### src/rtl/y86_pkg.sv
// Shared Y86-64 encodings used by the hazard controller: instruction codes,
// one-hot status values, the "no register" ID and the ret FSM state type.
package y86_pkg;

    localparam logic [3:0] I_HALT   = 4'h0;
    localparam logic [3:0] I_IRMOVQ = 4'h3;
    localparam logic [3:0] I_MRMOVQ = 4'h5;
    localparam logic [3:0] I_OPQ    = 4'h6;
    localparam logic [3:0] I_JXX    = 4'h7;
    localparam logic [3:0] I_RET    = 4'h9;
    localparam logic [3:0] I_POPQ   = 4'hB;

    localparam logic [3:0] S_AOK = 4'b1000;
    localparam logic [3:0] S_HLT = 4'b0100;
    localparam logic [3:0] S_ADR = 4'b0010;
    localparam logic [3:0] S_INS = 4'b0001;

    localparam logic [3:0] RNONE = 4'hF;

    typedef enum logic {
        IDLE,
        RET_WAIT
    } ret_state_t;

endpackage

### src/rtl/sat_counter.sv
// Event counter that saturates at all-ones and can be frozen by hold.
module sat_counter #(
    parameter int unsigned W = 16
) (
    input  logic         clk,
    input  logic         rst_n,
    input  logic         inc,
    input  logic         hold,
    output logic [W-1:0] count
);

    always_ff @(posedge clk or negedge rst_n) begin
        if (!rst_n) begin
            count <= '0;
        end else if (!hold && inc && (count != '1)) begin
            count <= count + W'(1);
        end
    end

endmodule

### src/rtl/pipeline_hazard_ctrl.sv
// Y86 pipeline hazard controller: load-use, mispredict and ret handling,
// data-memory freeze with busy timeout, halt latch and saturating event counters.
module pipeline_hazard_ctrl
    import y86_pkg::*;
#(
    parameter int unsigned RET_BUBBLES = 3,
    parameter int unsigned MEM_TIMEOUT = 255,
    parameter int unsigned CNT_W       = 16,
    parameter logic [3:0]  RNONE       = y86_pkg::RNONE
) (
    input  logic             clk,
    input  logic             rst_n,
    input  logic [3:0]       D_icode,
    input  logic [3:0]       d_srcA,
    input  logic [3:0]       d_srcB,
    input  logic [3:0]       E_icode,
    input  logic [3:0]       E_dstM,
    input  logic             e_Cnd,
    input  logic [3:0]       M_icode,
    input  logic [3:0]       m_stat,
    input  logic             m_busy,
    input  logic [3:0]       W_stat,
    output logic             F_stall,
    output logic             D_stall,
    output logic             D_bubble,
    output logic             E_stall,
    output logic             E_bubble,
    output logic             M_stall,
    output logic             M_bubble,
    output logic             W_stall,
    output logic             setcc,
    output logic             halted,
    output logic             mem_timeout,
    output logic [CNT_W-1:0] load_use_cnt,
    output logic [CNT_W-1:0] mispredict_cnt,
    output logic [CNT_W-1:0] ret_cnt
);

    localparam logic [2:0]  RET_LOAD    = 3'(RET_BUBBLES - 1);
    localparam logic [15:0] TIMEOUT_LIM = 16'(MEM_TIMEOUT);

    logic       load_use;
    logic       mispredict;
    logic       ret_hit;
    logic       ret_active;
    logic       ret_start;
    logic       freeze;
    logic       unused_m_icode;

    ret_state_t state, state_nxt;
    logic [2:0] rcnt, rcnt_nxt;
    logic [15:0] busy_cnt;
    logic [15:0] busy_inc;

    // Memory-stage icode is not needed for any hazard decision here.
    assign unused_m_icode = ^M_icode;

    assign freeze     = m_busy;
    assign load_use   = ((E_icode == I_MRMOVQ) || (E_icode == I_POPQ)) &&
                        (E_dstM != RNONE) &&
                        ((E_dstM == d_srcA) || (E_dstM == d_srcB));
    assign mispredict = (E_icode == I_JXX) && !e_Cnd;
    assign ret_hit    = (D_icode == I_RET) && !load_use && !mispredict;

    always_comb begin
        state_nxt  = state;
        rcnt_nxt   = rcnt;
        ret_active = 1'b0;
        ret_start  = 1'b0;
        case (state)
            IDLE: begin
                if (ret_hit) begin
                    ret_active = 1'b1;
                    ret_start  = 1'b1;
                    // A single-bubble ret is fully covered by this cycle.
                    if (RET_BUBBLES > 1) begin
                        state_nxt = RET_WAIT;
                        rcnt_nxt  = RET_LOAD;
                    end
                end
            end
            RET_WAIT: begin
                ret_active = 1'b1;
                if (rcnt == 3'd1) begin
                    state_nxt = IDLE;
                    rcnt_nxt  = '0;
                end else begin
                    rcnt_nxt = rcnt - 3'd1;
                end
            end
        endcase
    end

    always_ff @(posedge clk or negedge rst_n) begin
        if (!rst_n) begin
            state <= IDLE;
            rcnt  <= '0;
        end else if (!freeze) begin
            state <= state_nxt;
            rcnt  <= rcnt_nxt;
        end
    end

    assign busy_inc = busy_cnt + 16'd1;

    always_ff @(posedge clk or negedge rst_n) begin
        if (!rst_n) begin
            busy_cnt    <= '0;
            mem_timeout <= 1'b0;
        end else if (m_busy) begin
            if (busy_cnt != '1) begin
                busy_cnt <= busy_inc;
            end
            if (busy_inc == TIMEOUT_LIM) begin
                mem_timeout <= 1'b1;
            end
        end else begin
            busy_cnt <= '0;
        end
    end

    always_ff @(posedge clk or negedge rst_n) begin
        if (!rst_n) begin
            halted <= 1'b0;
        end else if (W_stat != S_AOK) begin
            halted <= 1'b1;
        end
    end

    always_comb begin
        F_stall  = 1'b0;
        D_stall  = 1'b0;
        D_bubble = 1'b0;
        E_stall  = 1'b0;
        E_bubble = 1'b0;
        M_stall  = 1'b0;
        M_bubble = 1'b0;
        W_stall  = 1'b0;
        if (rst_n) begin
            if (freeze) begin
                F_stall = 1'b1;
                D_stall = 1'b1;
                E_stall = 1'b1;
                M_stall = 1'b1;
            end else begin
                F_stall  = load_use || ret_active;
                D_stall  = load_use;
                D_bubble = mispredict || (ret_active && !load_use);
                E_bubble = mispredict || load_use;
            end
            M_bubble = (m_stat != S_AOK) || (W_stat != S_AOK);
            // A halted pipeline stays parked regardless of freeze.
            if (halted) begin
                F_stall = 1'b1;
                W_stall = 1'b1;
            end
        end
    end

    assign setcc = (E_icode == I_OPQ) && (m_stat == S_AOK) &&
                   (W_stat == S_AOK) && !halted;

    sat_counter #(.W(CNT_W)) u_load_use_cnt (
        .clk   (clk),
        .rst_n (rst_n),
        .inc   (load_use),
        .hold  (freeze),
        .count (load_use_cnt)
    );

    sat_counter #(.W(CNT_W)) u_mispredict_cnt (
        .clk   (clk),
        .rst_n (rst_n),
        .inc   (mispredict),
        .hold  (freeze),
        .count (mispredict_cnt)
    );

    sat_counter #(.W(CNT_W)) u_ret_cnt (
        .clk   (clk),
        .rst_n (rst_n),
        .inc   (ret_start),
        .hold  (freeze),
        .count (ret_cnt)
    );

endmodule
### config.mk
export PLATFORM = sky130hd
export DESIGN_NAME = pipeline_hazard_ctrl
export DESIGN_NICKNAME = d
export VERILOG_FILES = /design/src/rtl/y86_pkg.sv /design/src/rtl/sat_counter.sv /design/src/rtl/pipeline_hazard_ctrl.sv
export SDC_FILE = /design/constraint.sdc
export NUM_CORES = 1
export LEC_CHECK = 0
export ABC_AREA = 1
export BUFFER_PORTS_ARGS = -buffer_cell sky130_fd_sc_hd__buf_2
export CORE_MARGIN = 2
export CORE_UTILIZATION = 60
export DETAILED_ROUTE_END_ITERATION = 7
export GPL_TIMING_DRIVEN = 0
export PLACE_DENSITY = 0.87
export SLEW_MARGIN = 15
export SYNTH_ARGS = -nofsm -noshare
export SYNTH_HDL_FRONTEND = slang
export SYNTH_SLANG_ARGS = --single-unit
### constraint.sdc
create_clock -name clk -period 4.9 [get_ports clk]
set_input_delay 0.735 -clock clk [delete_from_list [all_inputs] [get_ports clk]]
set_output_delay 0.735 -clock clk [all_outputs]
set_load 0.1 [all_outputs]
==> impl_metrics.json, run 1 <==
{
  "synth_area_um2": 4432,
  "cp_slowest_cell": "buf_2",
  "io_pins": 95,
  "fp-row-count": 31,
  "worstSetupPathType": "input pin to output pin",
  "layout_min_cycle_time_ns": 2.938,
  "post_cts_buffers": 0,
  "vdd_drop_max_mv": 0.3062,
  "holdWs_ns": 0.2343,
  "grt_pass1_vias": 4302,
  "worstPathRequired_ns": 4.16,
  "ys.warnings.count": 0,
  "p_per_area_nw_per_um2": 333.1,
  "cts_buffer_depth": 2,
  "gr-total-overflow": 0,
  "grt_first_pass_wirelength_um": 18240,
  "placed_area_um2": 5036,
  "core_area_um2": 7214,
  "cp_slowest_stage_delay_ns": 0.43,
  "fin_setup_tns_ns": 0,
  "synthXorXnorAreaFrac": 0.07905,
  "r2r_end": "u_ret_cnt.count[3]$_DFFE_PN0P_",
  "synth.top_cell.area_share": 0.3953,
  "period_share": 0.5995,
  "cts_resized": 0,
  "cp_data_arrival_time_ns": 2.20,
  "start_util": 0.6143,
  "ys_seq_elements": 70,
  "regToRegSetupSlack_ns": 2.99,
  "h-tree-depth": 3,
  "syn_area_per_cell_um2": 7.035,
  "dieHeight_um": 89.95,
  "yosys.area_share.simple": 0.3625,
  "areaGrowthSynthToFinish_pct": 18.66,
  "postRouteAntennaNets": 0,
  "drc": 0,
  "finalSetupViolCount": 0,
  "cts_buffers": 9,
  "dp_hpwl_um": 7719,
  "antenna_found_initial": 0,
  "cp_max_fo": 5,
  "synth.distinct_cells": 32,
  "cts_tree": "done",
  "grt_use_total": 0.2699,
  "synth_top_family_by_area": "simple AND/OR/NAND/NOR gates",
  "initialDrtViolationCount": 233,
  "cts.clk_slew.worst_paths_ns": 0.07,
  "place.gp.congestion": 0.9179,
  "hold_viol": 0,
  "via_per_inst": 5.104,
  "layout-drive-gt1-share": 0.1818,
  "nNetsFinal": 775,
  "grt_max_degree": 63,
  "portBuffers": 90,
  "die_w_um": 89.95,
  "synth_compound_area_frac": 0.04545,
  "synthAdderAreaFrac": 0.01976,
  "hp-class": "input pin to asynchronous set/reset pin",
  "ys_seq_area_frac": 0.3953,
  "design_area_um2": 5259,
  "worst_pin_slew_ns": 0.5012,
  "route.final.wire_length_um": 10080,
  "synth_nets": 673,
  "cpMostUsedCell": "nand2_1",
  "post_drt_wl_per_cell_um": 12.05,
  "antenna_cells": 0,
  "cts_sinks": 70,
  "drv_cap": 0,
  "route.vias.total": 4267,
  "clockRootBuffer": "clkbuf_8",
  "cp-end-kind": "output pin",
  "cts-hold-fix-buffers": 0,
  "synth_area_leaders": "dfrtp_1 40%, nand2_1 18%, inv_1 7.3%, nor2_1 5.6%, nand3_1 4.5%",
  "dr.pass1.iters": 4,
  "rr_worst_depth": 8,
  "final-max-slew-violation-count": 0,
  "fin_skew_ns": 0.01100,
  "leakage_nw": 2.744,
  "fin_util": 0.7289,
  "synthMuxAreaShare": 0.003388,
  "r2r_start": "u_ret_cnt.count[0]$_DFFE_PN0P_",
  "max_slew_margin": 0.6633,
  "die-area_um2": 8090,
  "clk_latency_ns": 0.35,
  "crit_chain": "buf_2, inv_1, nand2_1, nand2_1, nor2_1, nand2_1, nand2_1, nand2_1, nand2_1, nand2_1, nor2_1, nor2_1, buf_2",
  "rsz0062_at_grt": "no",
  "fmax_mhz": 340.4,
  "status": "finished, final reports clean",
  "syn_inst": 630,
  "crit_path_start_kind": "input pin",
  "yosysTopAreaCell": "dfrtp_1",
  "fill_cells": 582
}
==> metal layers <==
layer | vias to the layer above | global-route usage | routed length [µm]
li1 | 2167 | - | -
met1 | 1992 | 0.3379 | 4534
met2 | 93 | 0.4735 | 5060
met3 | 15 | 0.05113 | 355
met4 | 0 | 0.08718 | 125
met5 | - | 0 | 0
==> through the flow <==
stage | instances | worst slack (ns) | power, W
2_1_floorplan | 630 | 1.528 | 0.001121
3_3_place_gp | 819 | 1.176 | 0.001219
3_5_place_dp | 820 | 1.979 | 0.001237
4_1_cts | 836 | 1.973 | 0.001760
5_1_grt | 836 | 1.802 | 0.001835
6_report | 836 | 1.962 | 0.001751
==> state kept, by name (all words and copies together), names as in the netlist <==
register / count
halted: 1
rcnt: 3
state: 1
u_mispredict_cnt.count: 16
u_ret_cnt.count: 16
u_load_use_cnt.count: 16
mem_timeout: 1
busy_cnt: 16
==> layout by cell type (no fill, tap or decap), types with 2 or more instances in the layout <==
master / instances
buf_6: 2
clkbuf_1: 3
xor2_1: 22
nor2_4: 2
bufinv_16: 2
o21ai_1: 12
inv_1: 86
nand4_1: 17
nor3_1: 16
nor2_1: 66
ha_1: 7
nor4_1: 2
nor2_2: 6
clkbuf_8: 10
xnor2_1: 18
inv_2: 3
nand3_1: 40
buf_4: 6
nand2_1: 211
a21oi_1: 4
nand3b_1: 4
dfrtp_1: 70
clkinv_1: 2
o21ai_0: 21
buf_2: 91
nor3_2: 2
==> power by group <==
group | leakage, nW | switching, W | internal, W
clock | 0.110 | 0.000219 | 0.000302
sequential | 0.901 | 0.0000645 | 0.000628
combinational | 1.73 | 0.000428 | 0.000111
==> worst max-delay path by stage <==
stage | from | endpoint | slack, ns | cells past startpoint
detailed placement | E_icode[1] | F_stall | 1.98 | 11
finish | E_dstM[0] | F_stall | 1.96 | 13
global route | E_icode[0] | F_stall | 1.80 | 11
floorplan | E_dstM[0] | F_stall | 1.53 | 11
CTS | E_dstM[0] | F_stall | 1.97 | 13
global placement | rst_n | E_bubble | 1.18 | 4
==> Yosys cell counts (all sizes together) <==
master,number
o21bai,1
nor4,2
nand2,212
nor3,18
nor2,74
nand3,41
ha,7
o21ai,33
nand3b,4
xnor2,18
dfrtp,70
nand4,19
buf,9
clkbuf,2
clkinv,2
inv,89
nor3b,1
a21oi,5
xor2,22
mux2,1
==> area by class of cell <==
cell class | instances | area [µm²] | area share
Buffer | 11 | 77.57 | 0.01475
Clock buffer | 11 | 141.4 | 0.02689
Clock inverter | 5 | 81.33 | 0.01547
Inverter | 91 | 341.6 | 0.06495
Multi-Input combinational cell | 458 | 2261 | 0.4299
Sequential cell | 70 | 1752 | 0.3331
Tap cell | 99 | 123.9 | 0.02355
Timing Repair Buffer | 91 | 480.5 | 0.09136
==> cell families (layout without fill, tap and decap cells) <==
| group | after synthesis | in the layout |
|---|---|---|
| simple gates | 371 | 371 |
| mux | 1 | 1 |
| xor+xnor | 40 | 40 |
| flops | 70 | 70 |
| fa+ha+maj | 7 | 7 |
| compound gates | 39 | 39 |
| buf+inv | 102 | 209 |
==> critical path: cells and delay by family <==
| family | cells | cell delay [ns] |
|---|---|---|
| and+or+nand+nor | 10 | 0.82 |
| buffers and inverters | 3 | 0.62 |
No activity file was read; power rests on OpenSTA's default activity.
==> run 2, diff against run 1 <==
Settings changed: CORE_UTILIZATION 60 to 55, PLACE_DENSITY 0.87 to 0.8.
Clock period 4.9 ns to 2.87 ns, I/O delays scaled along.
==> run 2 against run 1 <==
Effect of this change:
- routed wire length grew 1.8%
- setup slack worse by 1.4 ns
- clock power up 54%
- count of clock-buffer cells in the layout shrank 2
- hold slack got worse by 0.22 ns
- via count is 0.35% lower
- sequential cell count unchanged
- sequential share of layout area increased by 0.18 points
- critical path depth shrank 2
- critical path type unchanged
- critical endpoint unchanged
- largest power group unchanged
==> impl_metrics.json, run 2 (synthesis results as in run 1) <==
{
  "nNetsFinal": 775,
  "leakage_nw": 2.726,
  "final_cell_mix": "211 x nand2_1, 91 x buf_2, 86 x inv_1",
  "rr_worst_depth": 11,
  "gr-total-overflow": 0,
  "post_drt_wl_per_cell_um": 12.23,
  "crit_path_start_kind": "input pin",
  "layout-drive-gt1-share": 0.1845,
  "cp_data_arrival_time_ns": 1.87,
  "cts.clk_slew.worst_paths_ns": 0.09,
  "fmax_mhz": 433.9,
  "cp-end-kind": "output pin",
  "initialDrtViolationCount": 194,
  "vdd_drop_max_mv": 0.3993,
  "p_per_area_nw_per_um2": 554.7,
  "fp-row-count": 32,
  "r2r_end": "u_load_use_cnt.count[1]$_DFFE_PN0P_",
  "status": "finished, final reports clean",
  "dieHeight_um": 93.77,
  "cts_resized": 0,
  "post_cts_buffers": 0,
  "postRouteAntennaNets": 0,
  "hp-class": "input pin to asynchronous set/reset pin",
  "cts_tree": "done",
  "grt_first_pass_wirelength_um": 17450,
  "fill_cells": 674,
  "max_slew_margin": 0.6619,
  "clockRootBuffer": "clkbuf_8",
  "place.gp.congestion": 0.9288,
  "h-tree-depth": 3,
  "worst_pin_slew_ns": 0.5032,
  "r2r_start": "u_load_use_cnt.count[0]$_DFFE_PN0P_",
  "io_pins": 95,
  "die-area_um2": 8792,
  "core_area_um2": 7767,
  "multiInputGateArea_um2": 2263,
  "grt_pass1_vias": 4034,
  "final-max-slew-violation-count": 0,
  "regToRegSetupSlack_ns": 0.98,
  "worstSetupPathType": "input pin to output pin",
  "cts_sinks": 70,
  "cts_buffers": 9,
  "fin_util": 0.6735,
  "drc": 0,
  "dr.pass1.iters": 5,
  "layout_min_cycle_time_ns": 2.305,
  "cp_max_fo": 5,
  "grt_max_degree": 42,
  "antenna_cells": 0,
  "hold_viol": 0,
  "holdWs_ns": 0.01883,
  "finalSetupViolCount": 0,
  "rsz0062_at_grt": "no",
  "die_w_um": 93.77,
  "areaGrowthSynthToFinish_pct": 18.04,
  "grt_use_total": 0.2466,
  "fin_skew_ns": 0.01307,
  "layout_commonest_cell": "nand2_1",
  "worstPathRequired_ns": 2.44,
  "antenna_found_initial": 0,
  "portBuffers": 90,
  "period_share": 0.8030,
  "via_per_inst": 5.068,
  "ff_latch_area_um2": 1752,
  "drv_cap": 0,
  "route.vias.total": 4252,
  "clk_latency_ns": 0.35,
  "dp_hpwl_um": 7722,
  "cts-hold-fix-buffers": 0,
  "route.final.wire_length_um": 10260,
  "start_util": 0.5706,
  "cts_buffer_depth": 2
}
## run 2: cell types whose count changed in the layout (fill, tap and decap cells not counted), sizes merged
cell / before / now
bufinv: 2 / 1
clkinvlp: 1 / 2
clkinv: 3 / 5
clkbuf: 13 / 11
## run 2: layout make-up
type | instances | area share
multi-input cells | 458 | 0.4327
well taps | 102 | 0.02440
repair buffers | 91 | 0.09041
clock buffers | 9 | 0.02368
plain buffers | 11 | 0.01483
flip-flops and latches | 70 | 0.3348
inverters | 91 | 0.06530
clock inverters | 7 | 0.01387
## run 2: how the worst max path moves through the flow
stage                from  cells after the start        to  slack, ns
2_1_floorplan  E_icode[2]                      8  E_bubble       0.13
3_3_place_gp        rst_n                      4  M_bubble      -0.27
3_5_place_dp        rst_n                      5  M_bubble       0.55
4_1_cts             rst_n                      5  M_bubble       0.53
5_1_grt             rst_n                      5  M_bubble       0.43
6_report       E_icode[1]                     11   F_stall       0.57
## run 2: where the power goes
| group | switching, W | total [W] | internal, W |
|---|---|---|---|
| Clock | 0.000398 | 0.000801 | 0.000403 |
| Sequential | 0.000112 | 0.00118 | 0.00107 |
| Combinational | 0.000731 | 0.000917 | 0.000187 |
| Total | 0.00124 | 0.00290 | 0.00166 |
## run 2: critical path, cell delays in order
cell,delay (ns)
buf_2,0.12
nand2_1,0.06
clkinv_1,0.07
nand3b_1,0.16
nand3_1,0.14
inv_1,0.09
nand2_1,0.05
nand2_1,0.16
nor2_1,0.09
nor2_2,0.07
buf_2,0.42
## run 2: metrics by stage
step	setup WS (ns)	cell area [µm²]	power [W]	instances	setup TNS (ns)
3_3_place_gp	-0.2737	5012	0.002085	822	-1.087
2_1_floorplan	0.1307	4434	0.001914	630	0
5_1_grt	0.4315	5231	0.003028	839	0
6_report	0.5654	5231	0.002902	839	0
3_5_place_dp	0.5456	5035	0.002115	823	0
4_1_cts	0.5328	5231	0.002923	839	0
## run 2: per-layer routing
layer / part of all wire / vias up / global-route usage
li1: - / 2168 / -
met1: 0.44 / 1962 / 0.3004
met2: 0.50 / 105 / 0.4399
met3: 0.043 / 17 / 0.03612
met4: 0.016 / 0 / 0.09300
met5: 0 / - / 0
==> run 3, diff against run 2 <==
Clock period 2.87 ns to 2.3 ns, I/O delays scaled along.
==> run 3 against run 2 <==
Effect of this change:
- setup slack worse by 0.36 ns
- hold slack better by 0.055 ns
- largest cell class unchanged
- sequential power up 25%
- critical path type unchanged
- total power up 33%
- sequential cell count unchanged
- routed wire length up 2.2%
- clock skew down 0.0036 ns
==> impl_metrics.json, run 3 (synthesis results as in run 1) <==
{
  "layout_min_cycle_time_ns": 2.099,
  "rsz0062_at_grt": "no",
  "start_util": 0.5706,
  "cp_max_fo": 5,
  "fp-row-count": 32,
  "gr-total-overflow": 0,
  "h-tree-depth": 3,
  "dr.pass1.iters": 5,
  "postRouteAntennaNets": 0,
  "drc": 0,
  "cts_sinks": 70,
  "clockRootBuffer": "clkbuf_8",
  "dp_hpwl_um": 7766,
  "leakage_nw": 2.769,
  "hold_viol": 0,
  "clk_latency_ns": 0.34,
  "p_per_area_nw_per_um2": 724.1,
  "cts_buffers": 9,
  "final_cell_mix": "211 x nand2_1, 91 x buf_2, 86 x inv_1",
  "cpMostUsedCell": "nand2_1",
  "crit_path_start_kind": "input pin",
  "route.final.wire_length_um": 10490,
  "die-area_um2": 8792,
  "worstPathRequired_ns": 1.96,
  "fill_cells": 672,
  "layout_commonest_cell": "nand2_1",
  "period_share": 0.9126,
  "grt_first_pass_wirelength_um": 17960,
  "grt_use_total": 0.2539,
  "fin_skew_ns": 0.009473,
  "cts_resized": 0,
  "dieHeight_um": 93.77,
  "cts_buffer_depth": 2,
  "crit_chain": "buf_2, inv_1, nand2_1, nand2_1, nor2_1, nand2_1, nand2_1, nand2_1, nand2_1, nand2_1, nor2_1, nor2_2, buf_2",
  "fmax_mhz": 476.4,
  "worstSetupPathType": "input pin to output pin",
  "antenna_found_initial": 0,
  "grt_max_degree": 38,
  "cp_slowest_cell": "buf_2",
  "cp_data_arrival_time_ns": 1.75,
  "areaGrowthSynthToFinish_pct": 20.64,
  "final-max-slew-violation-count": 0,
  "multiInputGateArea_um2": 2273,
  "post_cts_buffers": 0,
  "nNetsFinal": 778,
  "die_w_um": 93.77,
  "layout-drive-gt1-share": 0.1946,
  "route.vias.total": 4302,
  "antenna_cells": 0,
  "cts.clk_slew.worst_paths_ns": 0.08,
  "initialDrtViolationCount": 200,
  "cp_slowest_stage_delay_ns": 0.43,
  "vdd_drop_max_mv": 0.5988,
  "grt_pass1_vias": 4060,
  "portBuffers": 90,
  "holdWs_ns": 0.07355,
  "ff_latch_area_um2": 1755,
  "hp-class": "input pin to asynchronous set/reset pin",
  "io_pins": 95,
  "cp-end-kind": "output pin",
  "fin_setup_tns_ns": 0,
  "drv_cap": 0,
  "path_buf_inv": 3,
  "max_slew_margin": 0.6487,
  "post_drt_wl_per_cell_um": 12.45,
  "worst_pin_slew_ns": 0.5230,
  "cpLargestDelayFamily": "simple AND/OR/NAND/NOR gates",
  "finalSetupViolCount": 0,
  "core_area_um2": 7767,
  "status": "finished, final reports clean",
  "fin_util": 0.6883,
  "cts_tree": "done",
  "via_per_inst": 5.109,
  "place.gp.congestion": 0.9075
}
run 3: final cells by class:
type,count,share of cell area
Buffer,11,0.01451
Clock inverter,5,0.01989
Sequential cell,70,0.3283
Tap cell,102,0.02387
Inverter,91,0.06389
Clock buffer,11,0.02645
Timing Repair Buffer,94,0.09782
Multi-Input combinational cell,458,0.4252
run 3: repair_timing:
| item | in CTS | in global routing |
|---|---|---|
| setup endpoints to repair | 0 | 0 |
| hold buffers | 3 | 0 |
| endpoints found under the hold margin | 33 | 0 |
run 3: report_power, final:
| part | switching, W | internal (W) |
|---|---|---|
| logic | 0.000918 | 0.000243 |
| clock network | 0.000472 | 0.000755 |
| registers | 0.000142 | 0.00134 |
run 3: routing by layer:
metal / vias up / track usage / share of wire / wire length [µm]
met5: - / 0 / 0 / 0
met4: 0 / 0.06159 / 0.0087 / 91
met3: 12 / 0.04494 / 0.052 / 548
met2: 126 / 0.4524 / 0.50 / 5294
met1: 1994 / 0.3194 / 0.43 / 4552
li1: 2170 / - / - / -
run 3: stage by stage:
step                power (W)  instance area (µm²)  setup slack, ns  std cells
floorplan            0.002393                 4448         -0.02708        630
global placement     0.002606                 5026          -0.7497        822
detailed placement   0.002653                 5049           0.1124        823
CTS                  0.003898                 5346           0.2060        842
global route         0.004054                 5346          0.02202        842
finish               0.003871                 5346           0.2011        842
run 3: final timing paths:
| check | end | start | slack (ns) | cells past startpoint |
|---|---|---|---|---|
| worst max-delay path | F_stall | E_dstM[0] | 0.20 | 13 |
| worst min-delay path | busy_cnt[1]$_DFFE_PN0P_ | rst_n | 0.07 | 3 |
| worst max register to register | u_ret_cnt.count[13]$_DFFE_PN0P_ | u_ret_cnt.count[0]$_DFFE_PN0P_ | 0.49 | 8 |
| worst min register to register | mem_timeout$_DFFE_PN0P_ | mem_timeout$_DFFE_PN0P_ | 0.46 | 2 |
| max in group asynchronous | u_load_use_cnt.count[0]$_DFFE_PN0P_ | rst_n | 1.49 | 3 |
| min in group clk | halted$_DFFE_PN0P_ | W_stat[0] | 0.22 | 3 |
run 3: worst reg2reg max path: stages, from the launching register on:
cell and delay [ns]:
dfrtp_2 0.44, ha_1 0.24, nand3_1 0.17, nor2_2 0.22, nand4_1 0.18, nand4_2 0.17
buf_4 0.20, nand2_1 0.07, o21ai_1 0.07
